===== src/rtl/solve_ntru_mac_pipe_if.sv =====
// Sample/result bus of the solve_NTRU multiply-accumulate pipe.
// The master drives samples and receives results; the slave is the pipe itself.
interface solve_ntru_mac_pipe_if #(
    parameter int unsigned A_WIDTH = 12,
    parameter int unsigned B_WIDTH = 8,
    parameter int unsigned P_WIDTH = 12
);
    logic               in_valid;
    logic [A_WIDTH-1:0] din0;
    logic [B_WIDTH-1:0] din1;
    logic               acc_en;
    logic               acc_clr;
    logic               out_valid;
    logic [P_WIDTH-1:0] dout;
    logic               ovf;

    modport master (
        output in_valid, din0, din1, acc_en, acc_clr,
        input  out_valid, dout, ovf
    );

    modport slave (
        input  in_valid, din0, din1, acc_en, acc_clr,
        output out_valid, dout, ovf
    );
endinterface


===== src/rtl/solve_ntru_mac_pipe.sv =====
// Pipelined signed multiplier / multiply-accumulate for the solve_NTRU datapath.
// Stage 1 registers the sample, stage 2 the full product, stages 3..NUM_STAGE-1 delay it,
// and stage NUM_STAGE accumulates and converts to a wrapped or saturated P_WIDTH result.
// ce=0 freezes every register; reset (synchronous, active-low) wins over ce.
module solve_ntru_mac_pipe #(
    parameter int unsigned A_WIDTH   = 12,
    parameter int unsigned B_WIDTH   = 8,
    parameter int unsigned P_WIDTH   = 12,
    parameter int unsigned ACC_WIDTH = A_WIDTH + B_WIDTH + 4,
    parameter int unsigned NUM_STAGE = 4,
    parameter int unsigned B_SIGNED  = 0,
    parameter int unsigned SAT_MODE  = 0
) (
    input  logic                 clk,
    input  logic                 reset,
    input  logic                 ce,
    solve_ntru_mac_pipe_if.slave bus
);
    localparam int unsigned PROD_WIDTH = A_WIDTH + B_WIDTH + 1;
    // Product register plus NUM_STAGE-3 delay registers
    localparam int DEPTH = NUM_STAGE - 2;
    localparam int LAST  = DEPTH - 1;

    // Stage 1
    logic [A_WIDTH-1:0] a_q;
    logic [B_WIDTH-1:0] b_q;
    logic               v1_q, en1_q, clr1_q;

    // Stages 2..NUM_STAGE-1
    logic signed [PROD_WIDTH-1:0] prod_q [DEPTH];
    logic [DEPTH-1:0]             vp_q, enp_q, clrp_q;

    // Stage NUM_STAGE
    logic signed [ACC_WIDTH-1:0] acc_q, acc_d;
    logic                        out_valid_q, ovf_q;
    logic [P_WIDTH-1:0]          dout_q, dout_d;

    logic signed [PROD_WIDTH-1:0] a_ext, b_ext, prod_d;
    logic signed [ACC_WIDTH-1:0]  p_ext, r_d;
    logic [ACC_WIDTH-P_WIDTH:0]   r_upper;
    logic                         b_msb, fits;

    // Full-width product; extending b by its own MSB or zero picks signed/unsigned din1
    always_comb begin
        b_msb  = (B_SIGNED != 0) ? b_q[B_WIDTH-1] : 1'b0;
        a_ext  = {{(B_WIDTH + 1){a_q[A_WIDTH-1]}}, a_q};
        b_ext  = {{(A_WIDTH + 1){b_msb}}, b_q};
        prod_d = a_ext * b_ext;
    end

    // Input register and product/delay chain
    always_ff @(posedge clk) begin
        if (!reset) begin
            a_q    <= '0;
            b_q    <= '0;
            v1_q   <= 1'b0;
            en1_q  <= 1'b0;
            clr1_q <= 1'b0;
            vp_q   <= '0;
            enp_q  <= '0;
            clrp_q <= '0;
            for (int i = 0; i < DEPTH; i++) begin
                prod_q[i] <= '0;
            end
        end else if (ce) begin
            a_q       <= bus.din0;
            b_q       <= bus.din1;
            v1_q      <= bus.in_valid;
            en1_q     <= bus.acc_en;
            clr1_q    <= bus.acc_clr;
            prod_q[0] <= prod_d;
            vp_q[0]   <= v1_q;
            enp_q[0]  <= en1_q;
            clrp_q[0] <= clr1_q;
            for (int i = 1; i < DEPTH; i++) begin
                prod_q[i] <= prod_q[i-1];
                vp_q[i]   <= vp_q[i-1];
                enp_q[i]  <= enp_q[i-1];
                clrp_q[i] <= clrp_q[i-1];
            end
        end
    end

    // Accumulate, range check and output conversion for the sample in the last slot
    always_comb begin
        p_ext   = ACC_WIDTH'(prod_q[LAST]);
        r_d     = (enp_q[LAST] && !clrp_q[LAST]) ? acc_q + p_ext : p_ext;
        // r fits in P_WIDTH signed iff all bits from P_WIDTH-1 upward agree
        r_upper = r_d[ACC_WIDTH-1:P_WIDTH-1];
        fits    = (&r_upper) || !(|r_upper);
        if ((SAT_MODE != 0) && !fits) begin
            dout_d = r_d[ACC_WIDTH-1] ? {1'b1, {(P_WIDTH - 1){1'b0}}}
                                      : {1'b0, {(P_WIDTH - 1){1'b1}}};
        end else begin
            dout_d = r_d[P_WIDTH-1:0];
        end
        acc_d = acc_q;
        if (vp_q[LAST] && enp_q[LAST]) begin
            acc_d = r_d;
        end
    end

    // Output stage; bubbles drop out_valid but leave dout/ovf untouched
    always_ff @(posedge clk) begin
        if (!reset) begin
            acc_q       <= '0;
            out_valid_q <= 1'b0;
            dout_q      <= '0;
            ovf_q       <= 1'b0;
        end else if (ce) begin
            acc_q       <= acc_d;
            out_valid_q <= vp_q[LAST];
            if (vp_q[LAST]) begin
                dout_q <= dout_d;
                ovf_q  <= !fits;
            end
        end
    end

    assign bus.out_valid = out_valid_q;
    assign bus.dout      = dout_q;
    assign bus.ovf       = ovf_q;
endmodule


===== src/flat_wrapper.sv =====
// flat-port wrapper written by rule: the top's interface ports become plain ports
module solve_ntru_mac_pipe_flat 
#(
    parameter int unsigned A_WIDTH   = 12,
    parameter int unsigned B_WIDTH   = 8,
    parameter int unsigned P_WIDTH   = 12,
    parameter int unsigned ACC_WIDTH = A_WIDTH + B_WIDTH + 4,
    parameter int unsigned NUM_STAGE = 4,
    parameter int unsigned B_SIGNED  = 0,
    parameter int unsigned SAT_MODE  = 0
)
  (clk, reset, ce, bus_in_valid, bus_din0, bus_din1, bus_acc_en, bus_acc_clr, bus_out_valid, bus_dout, bus_ovf);
  solve_ntru_mac_pipe_if #(.A_WIDTH(A_WIDTH), .B_WIDTH(B_WIDTH), .P_WIDTH(P_WIDTH)) bus_i ();
  input  logic clk;
  input  logic reset;
  input  logic ce;
  input wire logic [$bits(bus_i.in_valid)-1:0] bus_in_valid;
  input wire logic [$bits(bus_i.din0)-1:0] bus_din0;
  input wire logic [$bits(bus_i.din1)-1:0] bus_din1;
  input wire logic [$bits(bus_i.acc_en)-1:0] bus_acc_en;
  input wire logic [$bits(bus_i.acc_clr)-1:0] bus_acc_clr;
  output wire logic [$bits(bus_i.out_valid)-1:0] bus_out_valid;
  output wire logic [$bits(bus_i.dout)-1:0] bus_dout;
  output wire logic [$bits(bus_i.ovf)-1:0] bus_ovf;
  assign bus_i.in_valid = bus_in_valid;
  assign bus_i.din0 = bus_din0;
  assign bus_i.din1 = bus_din1;
  assign bus_i.acc_en = bus_acc_en;
  assign bus_i.acc_clr = bus_acc_clr;
  assign bus_out_valid = bus_i.out_valid;
  assign bus_dout = bus_i.dout;
  assign bus_ovf = bus_i.ovf;
  solve_ntru_mac_pipe #(.A_WIDTH(A_WIDTH), .B_WIDTH(B_WIDTH), .P_WIDTH(P_WIDTH), .ACC_WIDTH(ACC_WIDTH), .NUM_STAGE(NUM_STAGE), .B_SIGNED(B_SIGNED), .SAT_MODE(SAT_MODE)) u_core (.clk(clk), .reset(reset), .ce(ce), .bus(bus_i));
endmodule

===== config.mk =====
export PLATFORM = sky130hd
export DESIGN_NAME = solve_ntru_mac_pipe_flat
export DESIGN_NICKNAME = d
export VERILOG_FILES = /design/src/rtl/solve_ntru_mac_pipe_if.sv /design/src/rtl/solve_ntru_mac_pipe.sv /design/src/flat_wrapper.sv
export SDC_FILE = /design/constraint.sdc
export NUM_CORES = 1
export LEC_CHECK = 0
export BUFFER_PORTS_ARGS = -buffer_cell sky130_fd_sc_hd__buf_2
export CAP_MARGIN = 20
export CORE_UTILIZATION = 65
export CTS_BUF_LIST = sky130_fd_sc_hd__clkbuf_8
export DETAILED_ROUTE_END_ITERATION = 8
export PLACE_DENSITY_LB_ADDON = 0.05
export REMOVE_ABC_BUFFERS = 1
export SYNTH_ARGS = -nofsm -noshare
export SYNTH_HDL_FRONTEND = slang
export SYNTH_SLANG_ARGS = --single-unit

===== constraint.sdc =====
create_clock -name clk -period 8.45 [get_ports clk]
set_clock_uncertainty 0.1 [all_clocks]
set_input_delay 0.845 -clock clk [delete_from_list [all_inputs] [get_ports clk]]
set_output_delay 0.845 -clock clk [all_outputs]
set_load 0.01 [all_outputs]

Word-level counts from Yosys, hierarchy flattened --
Memory sizes are Yosys's and may differ from the RTL's. Index checks and enable logic that the tools add are counted.
Storage, ports and cells: flip-flop bits (word level) 67, memory bits (writable) 42, input port bits 26, output and inout port bits 14, logic and storage cells 34, memories kept 1
Cells by class: add/subtract/negate cells 1, $mul 1, mux-type cells 7, bitwise gates (word level) 2, reduce and logical (&&, ||, !) cells 10
Memory list:
- u_core.prod_q | depth 2, width 21, read ports 2, clocked after Yosys merged registers in 0, write ports 2, RTL line solve_ntru_mac_pipe.sv:30 | logic signed [PROD_WIDTH-1:0] prod_q [DEPTH];
Operator list (count):
- 21-bit two-way mux | 2
- 24-bit by 21-bit adder with 24-bit output | 1
- 24-bit two-way mux | 1
- 12-bit by 9-bit multiplier with 21-bit output | 1
- 13-bit AND reduction | 1
- 13-bit OR reduction | 1
- 1-bit two-way mux | 4
- 2-bit AND reduction | 2
- 1-bit zero test | 3
- 1-bit logical AND | 2
- 1-bit OR | 2
- 1-bit logical OR | 1

Longest topological paths before layout --
Gate-level depths: netlist of the first run.
word-level depth 7, depth in mapped cells 20, gate-level depth less buffers 19

Worst setup path after synthesis of the first run --
No wires, ideal clock.
path kind reg2reg, start point register u_core.b_q[2], end point memory u_core.prod_q[0][19] (netlist name) (data pin), setup time 260 ps, arrival time 4630 ps, required time 8090 ps, slack 3459 ps, cell stages (with the launch flop) 20, buffers on the path 1, cells stage by stage dfxtp_1 > clkbuf_1 > and2_1 > fa_1 > inv_1 > fa_1 > inv_1 > fa_1 > inv_1 > fa_1 > inv_1 > ha_1 > a21oi_1 > nand2_1 > a21oi_1 > nor2b_1 > o21ai_0 > a2111oi_0 > or4_1 > o21ai_0
RTL lines:
- start, declared | RTL line solve_ntru_mac_pipe.sv:26 | logic [B_WIDTH-1:0] b_q;
- start signal, assigned | RTL line solve_ntru_mac_pipe.sv:67 | b_q <= bus.din1;
- end, declared | RTL line solve_ntru_mac_pipe.sv:30

==> flow_summary.toml, run 1 <==
[final_layout]
seqCellArea_mm2 = 0.002603
finish.net_count = 1141
post-route-util_pct = 70.60
area_delta_synth_final_pct = 5.240
diodes = 0
drive_gt1_share_pct = 7.070
multi_input_area_mm2 = 0.005689
nFillCells = 1048

[critical_path]
arrival_ns = 5.44
worstSetupStartpointType = "flip-flop"
r2r_cells = 18
path_class = "reg2reg"
crit_path_end_kind = "flip-flop"
critPathMaxFanout = 13
crit_required_ns = 8.50

[hold_path]
hp-class = "reg2reg"
hold_depth = 2

[sta]
finalSetupViolations = 0
tns_ns = 0
maxSlewViolCount = 0
period_minus_slack_ns = 5.389
slew_headroom_pct = 23.80
finalHoldViolCount = 0
worst_pin_slew_ns = 1.141
fmax_ghz = 0.1856
finalCritPeriodShare_pct = 63.77
rsz0062_at_grt = "false"
setup_ws_ns = 3.061

[place]
place_congestion = 0.9307
io_buffers = 39
post-place-ws_ns = 3.098
dp_hpwl_mm = 13.75

[detailed_routing]
vias_per_cell = 5.725
drt_iter0_drc = 465
drc = 0
ant_nets = 0
drt-total-wl_mm = 18.27
avgRoutedWirePerCell_um = 15.86
dr.pass1.iters = 5
vias = 6595

[cts]
clockBufferDepth = 2
cts_tree = "built"
root_buffer = "clkbuf_8"
clkTransAtPathRegs_ns = 0.12
post_cts.resized_instances = 0
h-tree-depth = 3
cts_setup_buffers = 0
ctsHoldBuffers = 0
cts.sinks = 109
clk_latency_ns = 0.39
cts-buffers-inserted = 9

[floorplan]
die_w_um = 119.4
ios = 40
core_area_mm2 = 0.01335
die_area_mm2 = 0.01425
rows = 42
start_util_pct = 67.09
fp.dieH_um = 119.4

[run_status]
status = "completed"

[synth]
synth_seq_cells = 109
synthDistinctLibCells = 57
synthFlopType = "dfxtp_1"
synth-async-reset-ratio_pct = 0
synth_edf_count = 42
yosysWarnings = 0
syn_area_mm2 = 0.008955
ys_seq_area_share_pct = 29.06
syn_inst = 960
synth.avg_cell_area_um2 = 9.328

[grt]
grt_pass1_wl_mm = 31.42
grt_pass1_vias = 6635
grt_usage_pct = 27.81
grt-ovfl-total = 0
grt_max_degree = 76
antenna_found_initial = 0

[flow_run]
max_cap_violations = 0

[power]
leakage_nw = 4.724
max-vdd-ir-drop_mv = 0.08400
power.density_mw_per_mm2 = 116.1
flip-flops by register name, summed over array words and instances, names as in the netlist:
| register | cells |
|---|---|
| u_core.bus.ovf | 1 |
| u_core.prod_q | 42 |
| u_core.b_q | 8 |
| u_core.a_q | 12 |
| u_core.vp_q | 2 |
| u_core.enp_q | 2 |
| u_core.v1_q | 1 |
| u_core.en1_q | 1 |
| u_core.clr1_q | 1 |
| u_core.clrp_q | 2 |
| u_core.bus.out_valid | 1 |
| u_core.bus.dout | 12 |
| u_core.acc_q | 24 |
report_power, final:
group	leakage (nW)	switching (mW)	total, mW	internal, mW
Clock	0.0927	0.203	0.315	0.112
Combinational	3.62	0.108	0.185	0.0767
Sequential	1.01	0.0258	0.595	0.569
Total	4.72	0.337	1.09	0.757
cell usage after synthesis (all sizes together), types with 3 or more instances:
library cell    n  area share [%]
a211oi          5            0.42
a21boi          8            0.67
a21o            7            0.59
a21oi          37             2.1
a31oi           5            0.35
and2           56             3.9
and3           32             2.2
and4            3            0.29
buf             7            0.31
clkbuf         36             1.5
dfxtp          67              15
edfxtp         42              14
fa             79              18
ha             65             9.1
inv           134             5.6
mux2i          34             3.8
nand2         104             4.4
nand2b          4            0.28
nand3          10            0.56
nand4          12            0.84
nor2           46             1.9
nor2b          33             2.3
nor3            5            0.28
nor3b           5            0.42
nor4            4            0.35
o211a          24             2.7
o211ai          3            0.31
o21a            5            0.42
o21ai          20             1.1
o21bai          9            0.75
o31ai           5            0.48
or2             3            0.21
or3             3            0.21
xnor2          21             2.1
xor2            9            0.88
per-stage QoR:
step / instances / hold slack [ns] / cell area, um2 / total power, mW
floorplan: 917 / 0.3472 / 8792 / 0.7294
global placement: 1136 / 0.3539 / 9240 / 0.7845
detailed placement: 1136 / 0.3625 / 9240 / 0.7919
CTS: 1152 / 0.3784 / 9424 / 1.100
global route: 1152 / 0.4154 / 9424 / 1.145
finish: 1152 / 0.3741 / 9424 / 1.094
layout make-up:
cell class | instances | share of cell area (%)
Multi-Input combinational cell | 674 | 60.37
Sequential cell | 109 | 27.62
Inverter | 134 | 5.337
Timing Repair Buffer | 43 | 2.390
Tap cell | 176 | 2.337
Clock buffer | 9 | 1.314
Clock inverter | 7 | 0.6373
metal layers:
metal	vias to the layer above	wire length (um)	GRT usage (%)
li1	3204	-	-
met1	3188	7797	34.19
met2	156	9226	49.20
met3	47	673	3.927
met4	0	575	11.02
met5	-	0	0
cell usage in the layout (no fill, tap or decap), types with 3 or more instances in the layout:
cell type	instances
mux2i_1	34
fa_1	79
edfxtp_1	42
nor2_1	46
o21bai_1	9
or3_1	3
a21oi_1	37
o21ai_0	20
buf_4	4
o211a_1	24
a211oi_1	5
or2_2	3
nor4_1	3
nor3_1	5
nor3b_1	5
o31ai_1	4
dfxtp_1	67
and3_1	31
o21a_1	5
nand4_1	12
nand2b_1	3
nor2b_1	33
a31oi_1	5
buf_2	39
xnor2_1	21
a21boi_0	7
clkbuf_8	9
xor2_1	9
a21o_1	7
nand2_1	104
nand3_1	10
and2_1	56
and4_1	3
inv_1	134
ha_1	65
critical path: stages (launching register included):
cell       delay, ns
dfxtp_1         0.47
and2_1          0.28
fa_1            0.58
inv_1           0.16
fa_1            0.56
inv_1           0.05
fa_1            0.47
inv_1           0.05
fa_1            0.52
inv_1           0.04
ha_1            0.35
a21oi_1         0.20
nand2_1         0.08
a21oi_1         0.21
nor2b_1         0.15
o21ai_0         0.11
a2111oi_0       0.49
or4_1           0.20
o21ai_0         0.08
kinds of logic after synthesis:
logic type               count (synthesis)  synth area share, %
AO/OA/AOI/OAI                          141                11.36
multiplexers                            34                3.801
adder cells (fa/ha/maj)                144                26.74
AND/OR/NAND/NOR                        325                18.67
buffers and inverters                  177                7.433
XOR/XNOR                                30                2.934
flip-flops                             109                29.06
worst paths after layout:
check	slack (ns)	to	start
worst max-delay path	3.06	u_core.prod_q[0][19]$_SDFFCE_PN0P_	u_core.b_q[1]$_SDFFE_PN0P_
worst min-delay path	0.37	u_core.acc_q[11]$_SDFFE_PN0P_	u_core.acc_q[11]$_SDFFE_PN0P_
worst max register to register	3.06	u_core.prod_q[0][19]$_SDFFCE_PN0P_	u_core.b_q[1]$_SDFFE_PN0P_
worst min register to register	0.37	u_core.acc_q[11]$_SDFFE_PN0P_	u_core.acc_q[11]$_SDFFE_PN0P_
No activity file was read; power rests on OpenSTA's default activity.
==> inputs of run 2 (changes only) <==
- clock period: 8.45 -> 5.5 ns (I/O delays scaled with it)
==> run 2 against run 1 <==
Against the previous run: sequential cell count is the same; fmax grew 2.8%; largest cell class unchanged; sequential share of layout area shrank 0.070 points.
==> flow_summary.toml, run 2 (synthesis results as in run 1) <==
[cts]
ctsHoldBuffers = 0
post_cts.resized_instances = 0
h-tree-depth = 3
clkTransAtPathRegs_ns = 0.11
clockBufferDepth = 2
root_buffer = "clkbuf_8"
cts_setup_buffers = 0
cts_tree = "built"
cts.sinks = 109
clk_latency_ns = 0.39
cts-buffers-inserted = 9

[floorplan]
core_area_mm2 = 0.01335
ios = 40
start_util_pct = 67.09
die_area_mm2 = 0.01425
fp.dieH_um = 119.4
rows = 42
die_w_um = 119.4

[final_layout]
finish.net_count = 1143
drive_gt1_share_pct = 7.669
reg_top3 = "u_core.prod_q x42, u_core.acc_q x24"
nFillCells = 1087
final_cell_mix = "inv_1 (135), nand2_1 (104), fa_1 (79)"
top_register = "u_core.prod_q"
multi_input_area_mm2 = 0.005699
largest_reg_flops = 42
seqCellArea_mm2 = 0.002606
diodes = 0
final_common_cell = "inv_1"
area_delta_synth_final_pct = 5.659

[detailed_routing]
dr.pass1.iters = 7
drt_iter0_drc = 462
drc = 0
drt-total-wl_mm = 18.51
ant_nets = 0
avgRoutedWirePerCell_um = 16.04
vias = 6595
vias_per_cell = 5.715

[power]
power.density_mw_per_mm2 = 178.3
leakage_nw = 4.747
max-vdd-ir-drop_mv = 0.1239
finalPower_mw = 1.687

[sta]
fmax_ghz = 0.1908
period_minus_slack_ns = 5.241
rsz0062_at_grt = "false"
tns_ns = 0
slew_headroom_pct = 33.93
worst_pin_slew_ns = 0.9911
maxSlewViolCount = 0
finalCritPeriodShare_pct = 95.30
finalSetupViolations = 0
finalHoldViolCount = 0

[run_status]
status = "completed"

[place]
io_buffers = 39
place_congestion = 0.9520
dp_hpwl_mm = 14.22

[grt]
grt-ovfl-total = 0
grt_usage_pct = 28.14
grt_pass1_wl_mm = 31.67
grt_max_degree = 79
antenna_found_initial = 0
grt_pass1_vias = 6679

[critical_path]
cp_slowest_stage_delay_ns = 0.56
cp_top_family = "adder cells"
arrival_ns = 5.28
critPathMaxFanout = 9
slowest_stage = "fa_1"
path_cells = "nand2_1 > fa_1 > inv_1 > fa_1 > ha_1 > inv_1 > fa_1 > inv_1 > ha_1 > a21o_1 > a21oi_1 > o21bai_1 > a21oi_1 > o21bai_1 > a21oi_1 > o21ai_0 > a2111oi_2 > or4_1 > o21ai_0"
path_class = "reg2reg"
critPathBufInv = 3
crit_required_ns = 5.54
crit_path_end_kind = "flip-flop"
worstSetupStartpointType = "flip-flop"

[hold_path]
hp-class = "in2reg"

[flow_run]
max_cap_violations = 0
[run 2: cell count changes in the layout (fill, tap and decap cells not counted)]
cell / delta
a2111oi_0: -1
o21ai_1: +1
a21oi_1: -1
inv_8: +2
a21oi_2: +1
a2111oi_2: +1
dfxtp_1: -3
inv_1: +1
o21ai_0: -1
dfxtp_2: +3
clkinv_2: -2
clkinvlp_4: -1
buf_4: +2
[run 2: final cells by class]
cell class / count / share of cell area (%)
Multi-Input combinational cell: 674 / 60.24
Sequential cell: 109 / 27.55
Inverter: 134 / 5.316
Timing Repair Buffer: 45 / 2.539
Tap cell: 176 / 2.327
Clock buffer: 9 / 1.309
Clock inverter: 7 / 0.7273
[run 2: final timing paths]
path,slack (ns),cells past startpoint,start,end
setup / recovery,0.26,19,u_core.a_q[5]$_SDFFE_PN0P_,u_core.prod_q[0][19]$_SDFFCE_PN0P_
hold / removal,0.31,3,bus_acc_clr,u_core.clr1_q$_SDFFE_PN0P_
setup reg to reg,0.26,19,u_core.a_q[5]$_SDFFE_PN0P_,u_core.prod_q[0][19]$_SDFFCE_PN0P_
hold reg to reg,0.38,2,u_core.acc_q[11]$_SDFFE_PN0P_,u_core.acc_q[11]$_SDFFE_PN0P_
[run 2: worst min-delay path, cell delays in order]
cell     delay [ns]
buf_2          0.08
mux2i_1        0.05
nor2b_1        0.09
[run 2: power breakdown]
group	leakage (nW)	switching, mW	internal (mW)
combinational	3.63	0.170	0.119
clock	0.102	0.306	0.178
sequential	1.01	0.0390	0.875
[run 2: metrics by stage]
step / std cells / utilization (%) / hold WS (ns) / setup WS (ns) / instance area, um2
global placement: 1137 / 69.28 / 0.3510 / 0.3827 / 9248
CTS: 1153 / 70.73 / 0.2902 / 0.06831 / 9440
global route: 1154 / 70.88 / 0.3065 / 0.009397 / 9462
floorplan: 917 / - / 0.3472 / 0.6089 / 8792
detailed placement: 1137 / 69.28 / 0.3638 / 0.09410 / 9248
finish: 1154 / 70.88 / 0.3071 / 0.2588 / 9462
[run 2: per-layer routing]
layer	vias to the layer above	part of all wire (%)	wire, um	track usage [%]
li1	3197	-	-	-
met1	3195	42	7692	33.34
met3	37	3.6	665	4.789
met2	166	52	9691	51.42
met4	0	2.5	464	9.375
met5	-	0	0	0
==> inputs of run 3 (changes only) <==
- ABC_CLOCK_PERIOD_IN_PS: not set -> 5500
- MAX_ROUTING_LAYER: not set -> met4
==> run 3 against run 2 <==
Against the previous run: sequential cell count unchanged; worst hold slack better by 0.0017 ns; global-route usage up 1.1 points; sequential share of layout area about the same; critical endpoint is now u_core.prod_q[0][20]$_SDFFCE_PN0P_.
==> flow_summary.toml, run 3 (synthesis results as in run 1) <==
[run_status]
status = "completed"

[hold_path]
hold_start = "bus_din0[0]"
hold_depth = 3
min_to = "u_core.a_q[0]$_SDFFE_PN0P_"
hp-class = "in2reg"

[critical_path]
r2r_cells = 19
worstSetupStartpointType = "flip-flop"
crit_required_ns = 5.54
cp_slowest_stage_delay_ns = 0.51
r2r-start = "u_core.a_q[5]$_SDFFE_PN0P_"
crit_path_end_kind = "flip-flop"
rrSetupSlack_ns = 0.28
cp_top_family = "adder cells"
critPathBufInv = 4
path_class = "reg2reg"
reg2reg_to = "u_core.prod_q[0][20]$_SDFFCE_PN0P_"
path_cells = "nand2_1 > fa_1 > inv_1 > fa_1 > inv_1 > fa_1 > fa_1 > inv_1 > ha_1 > inv_1 > o21bai_1 > a21oi_1 > o21bai_1 > a21oi_1 > o21ai_0 > a22o_1 > o311a_1 > mux2i_1 > nand4_1"
slowest_stage = "dfxtp_1"
critPathMaxFanout = 9
arrival_ns = 5.26

[sta]
worst_pin_slew_ns = 0.9867
setup_ws_ns = 0.2826
tns_ns = 0
rsz0062_at_grt = "false"
whs_ns = 0.3088
period_minus_slack_ns = 5.217
fmax_ghz = 0.1917
finalSetupViolations = 0
slew_headroom_pct = 34.22
maxSlewViolCount = 0
finalCritPeriodShare_pct = 94.86
finalHoldViolCount = 0

[floorplan]
fp.dieH_um = 119.4
rows = 42
core_area_mm2 = 0.01335
ios = 40
start_util_pct = 67.09
die_area_mm2 = 0.01425
die_w_um = 119.4

[cts]
clkTransAtPathRegs_ns = 0.11
cts-buffers-inserted = 9
cts.sinks = 109
h-tree-depth = 3
root_buffer = "clkbuf_8"
clockBufferDepth = 2
ctsHoldBuffers = 0
cts_tree = "built"
clk_latency_ns = 0.39
cts_setup_buffers = 0

[place]
place_area_mm2 = 0.009248
dp_hpwl_mm = 14.32
place_congestion = 0.9054
placed_cells = 1137
post-place-ws_ns = 0.1349
io_buffers = 39

[power]
max-vdd-ir-drop_mv = 0.1209
finalPower_mw = 1.697
power.density_mw_per_mm2 = 179.2
leakage_nw = 4.750

[final_layout]
final_cell_mix = "inv_1 (133), nand2_1 (104), fa_1 (79)"
final-instance-count-excl-fill = 1154
final_area_mm2 = 0.009473
post-route-util_pct = 70.97
diodes = 0
drive_gt1_share_pct = 8.078
finish.net_count = 1143
top_register = "u_core.prod_q"
largest_reg_flops = 42
final_common_cell = "inv_1"
reg_top3 = "u_core.prod_q x42, u_core.acc_q x24"
area_delta_synth_final_pct = 5.785

[grt]
grt_usage_pct = 29.27
grt_pass1_wl_mm = 32.17
grt_max_degree = 76
grt_pass1_vias = 6928
antenna_found_initial = 0
grt-ovfl-total = 0

[detailed_routing]
drt-total-wl_mm = 18.61
avgRoutedWirePerCell_um = 16.12
drc = 0
vias = 6605
dr.pass1.iters = 5
ant_nets = 0
vias_per_cell = 5.724
drt_iter0_drc = 474

[flow_run]
max_cap_violations = 0
-- run 3: cell types whose count changed in the layout (fill, tap and decap cells not counted) --
cell,change
clkinv_2,+1
dfxtp_1,-2
dfxtp_2,+1
dfxtp_4,+1
inv_1,-2
inv_2,+1
inv_6,-2
inv_8,+2
o21ai_0,+1
o21ai_1,-1
-- run 3: where the power goes --
part / internal, mW / leakage, nW / total, mW / switching [mW]
registers: 0.875 / 1.01 / 0.913 / 0.0387
clock network: 0.181 / 0.104 / 0.496 / 0.314
logic: 0.119 / 3.63 / 0.288 / 0.169
-- run 3: cell type report --
| class | count | area [um2] |
|---|---|---|
| clock buffers | 9 | 123.9 |
| clock inverters | 7 | 75.07 |
| fillers | 1072 | 3875 |
| inverters | 134 | 503.0 |
| multi-input cells | 674 | 5699 |
| flip-flops and latches | 109 | 2611 |
| well taps | 176 | 220.2 |
| repair buffers | 45 | 240.2 |
-- run 3: routing by layer --
layer / GRT usage (%) / share of wire [%]
met1: 33.09 / 41
met2: 51.38 / 53
met3: 4.837 / 3.0
met4: 12.19 / 3.3
met5: - / 0
-- run 3: repair_timing --
item,in CTS,in global routing
hold endpoints to repair,0,0
gates resized for setup,0,10
setup endpoints to repair,0,3
-- run 3: worst register-to-register path: stages (launching register included) --
cell      delay, ns
dfxtp_1        0.51
nand2_1        0.13
fa_1           0.51
inv_1          0.06
fa_1           0.51
inv_1          0.06
fa_1           0.49
fa_1           0.50
inv_1          0.04
ha_1           0.27
inv_1          0.13
o21bai_1       0.14
a21oi_1        0.18
o21bai_1       0.10
a21oi_1        0.23
o21ai_0        0.16
a22o_1         0.24
o311a_1        0.34
mux2i_1        0.20
nand4_1        0.10
-- run 3: worst max path at each step --
stage                               startpoint                                 end  slack [ns]  depth (start not counted)
floorplan           u_core.b_q[1]$_SDFFE_PN0P_  u_core.prod_q[0][19]$_SDFFCE_PN0P_        0.61                         18
global placement    u_core.b_q[1]$_SDFFE_PN0P_  u_core.prod_q[0][19]$_SDFFCE_PN0P_        0.38                         18
detailed placement  u_core.b_q[1]$_SDFFE_PN0P_  u_core.prod_q[0][20]$_SDFFCE_PN0P_        0.13                         18
CTS                 u_core.b_q[1]$_SDFFE_PN0P_  u_core.prod_q[0][19]$_SDFFCE_PN0P_        0.03                         18
global route        u_core.a_q[5]$_SDFFE_PN0P_  u_core.prod_q[0][20]$_SDFFCE_PN0P_        0.01                         19
finish              u_core.a_q[5]$_SDFFE_PN0P_  u_core.prod_q[0][20]$_SDFFCE_PN0P_        0.28                         19
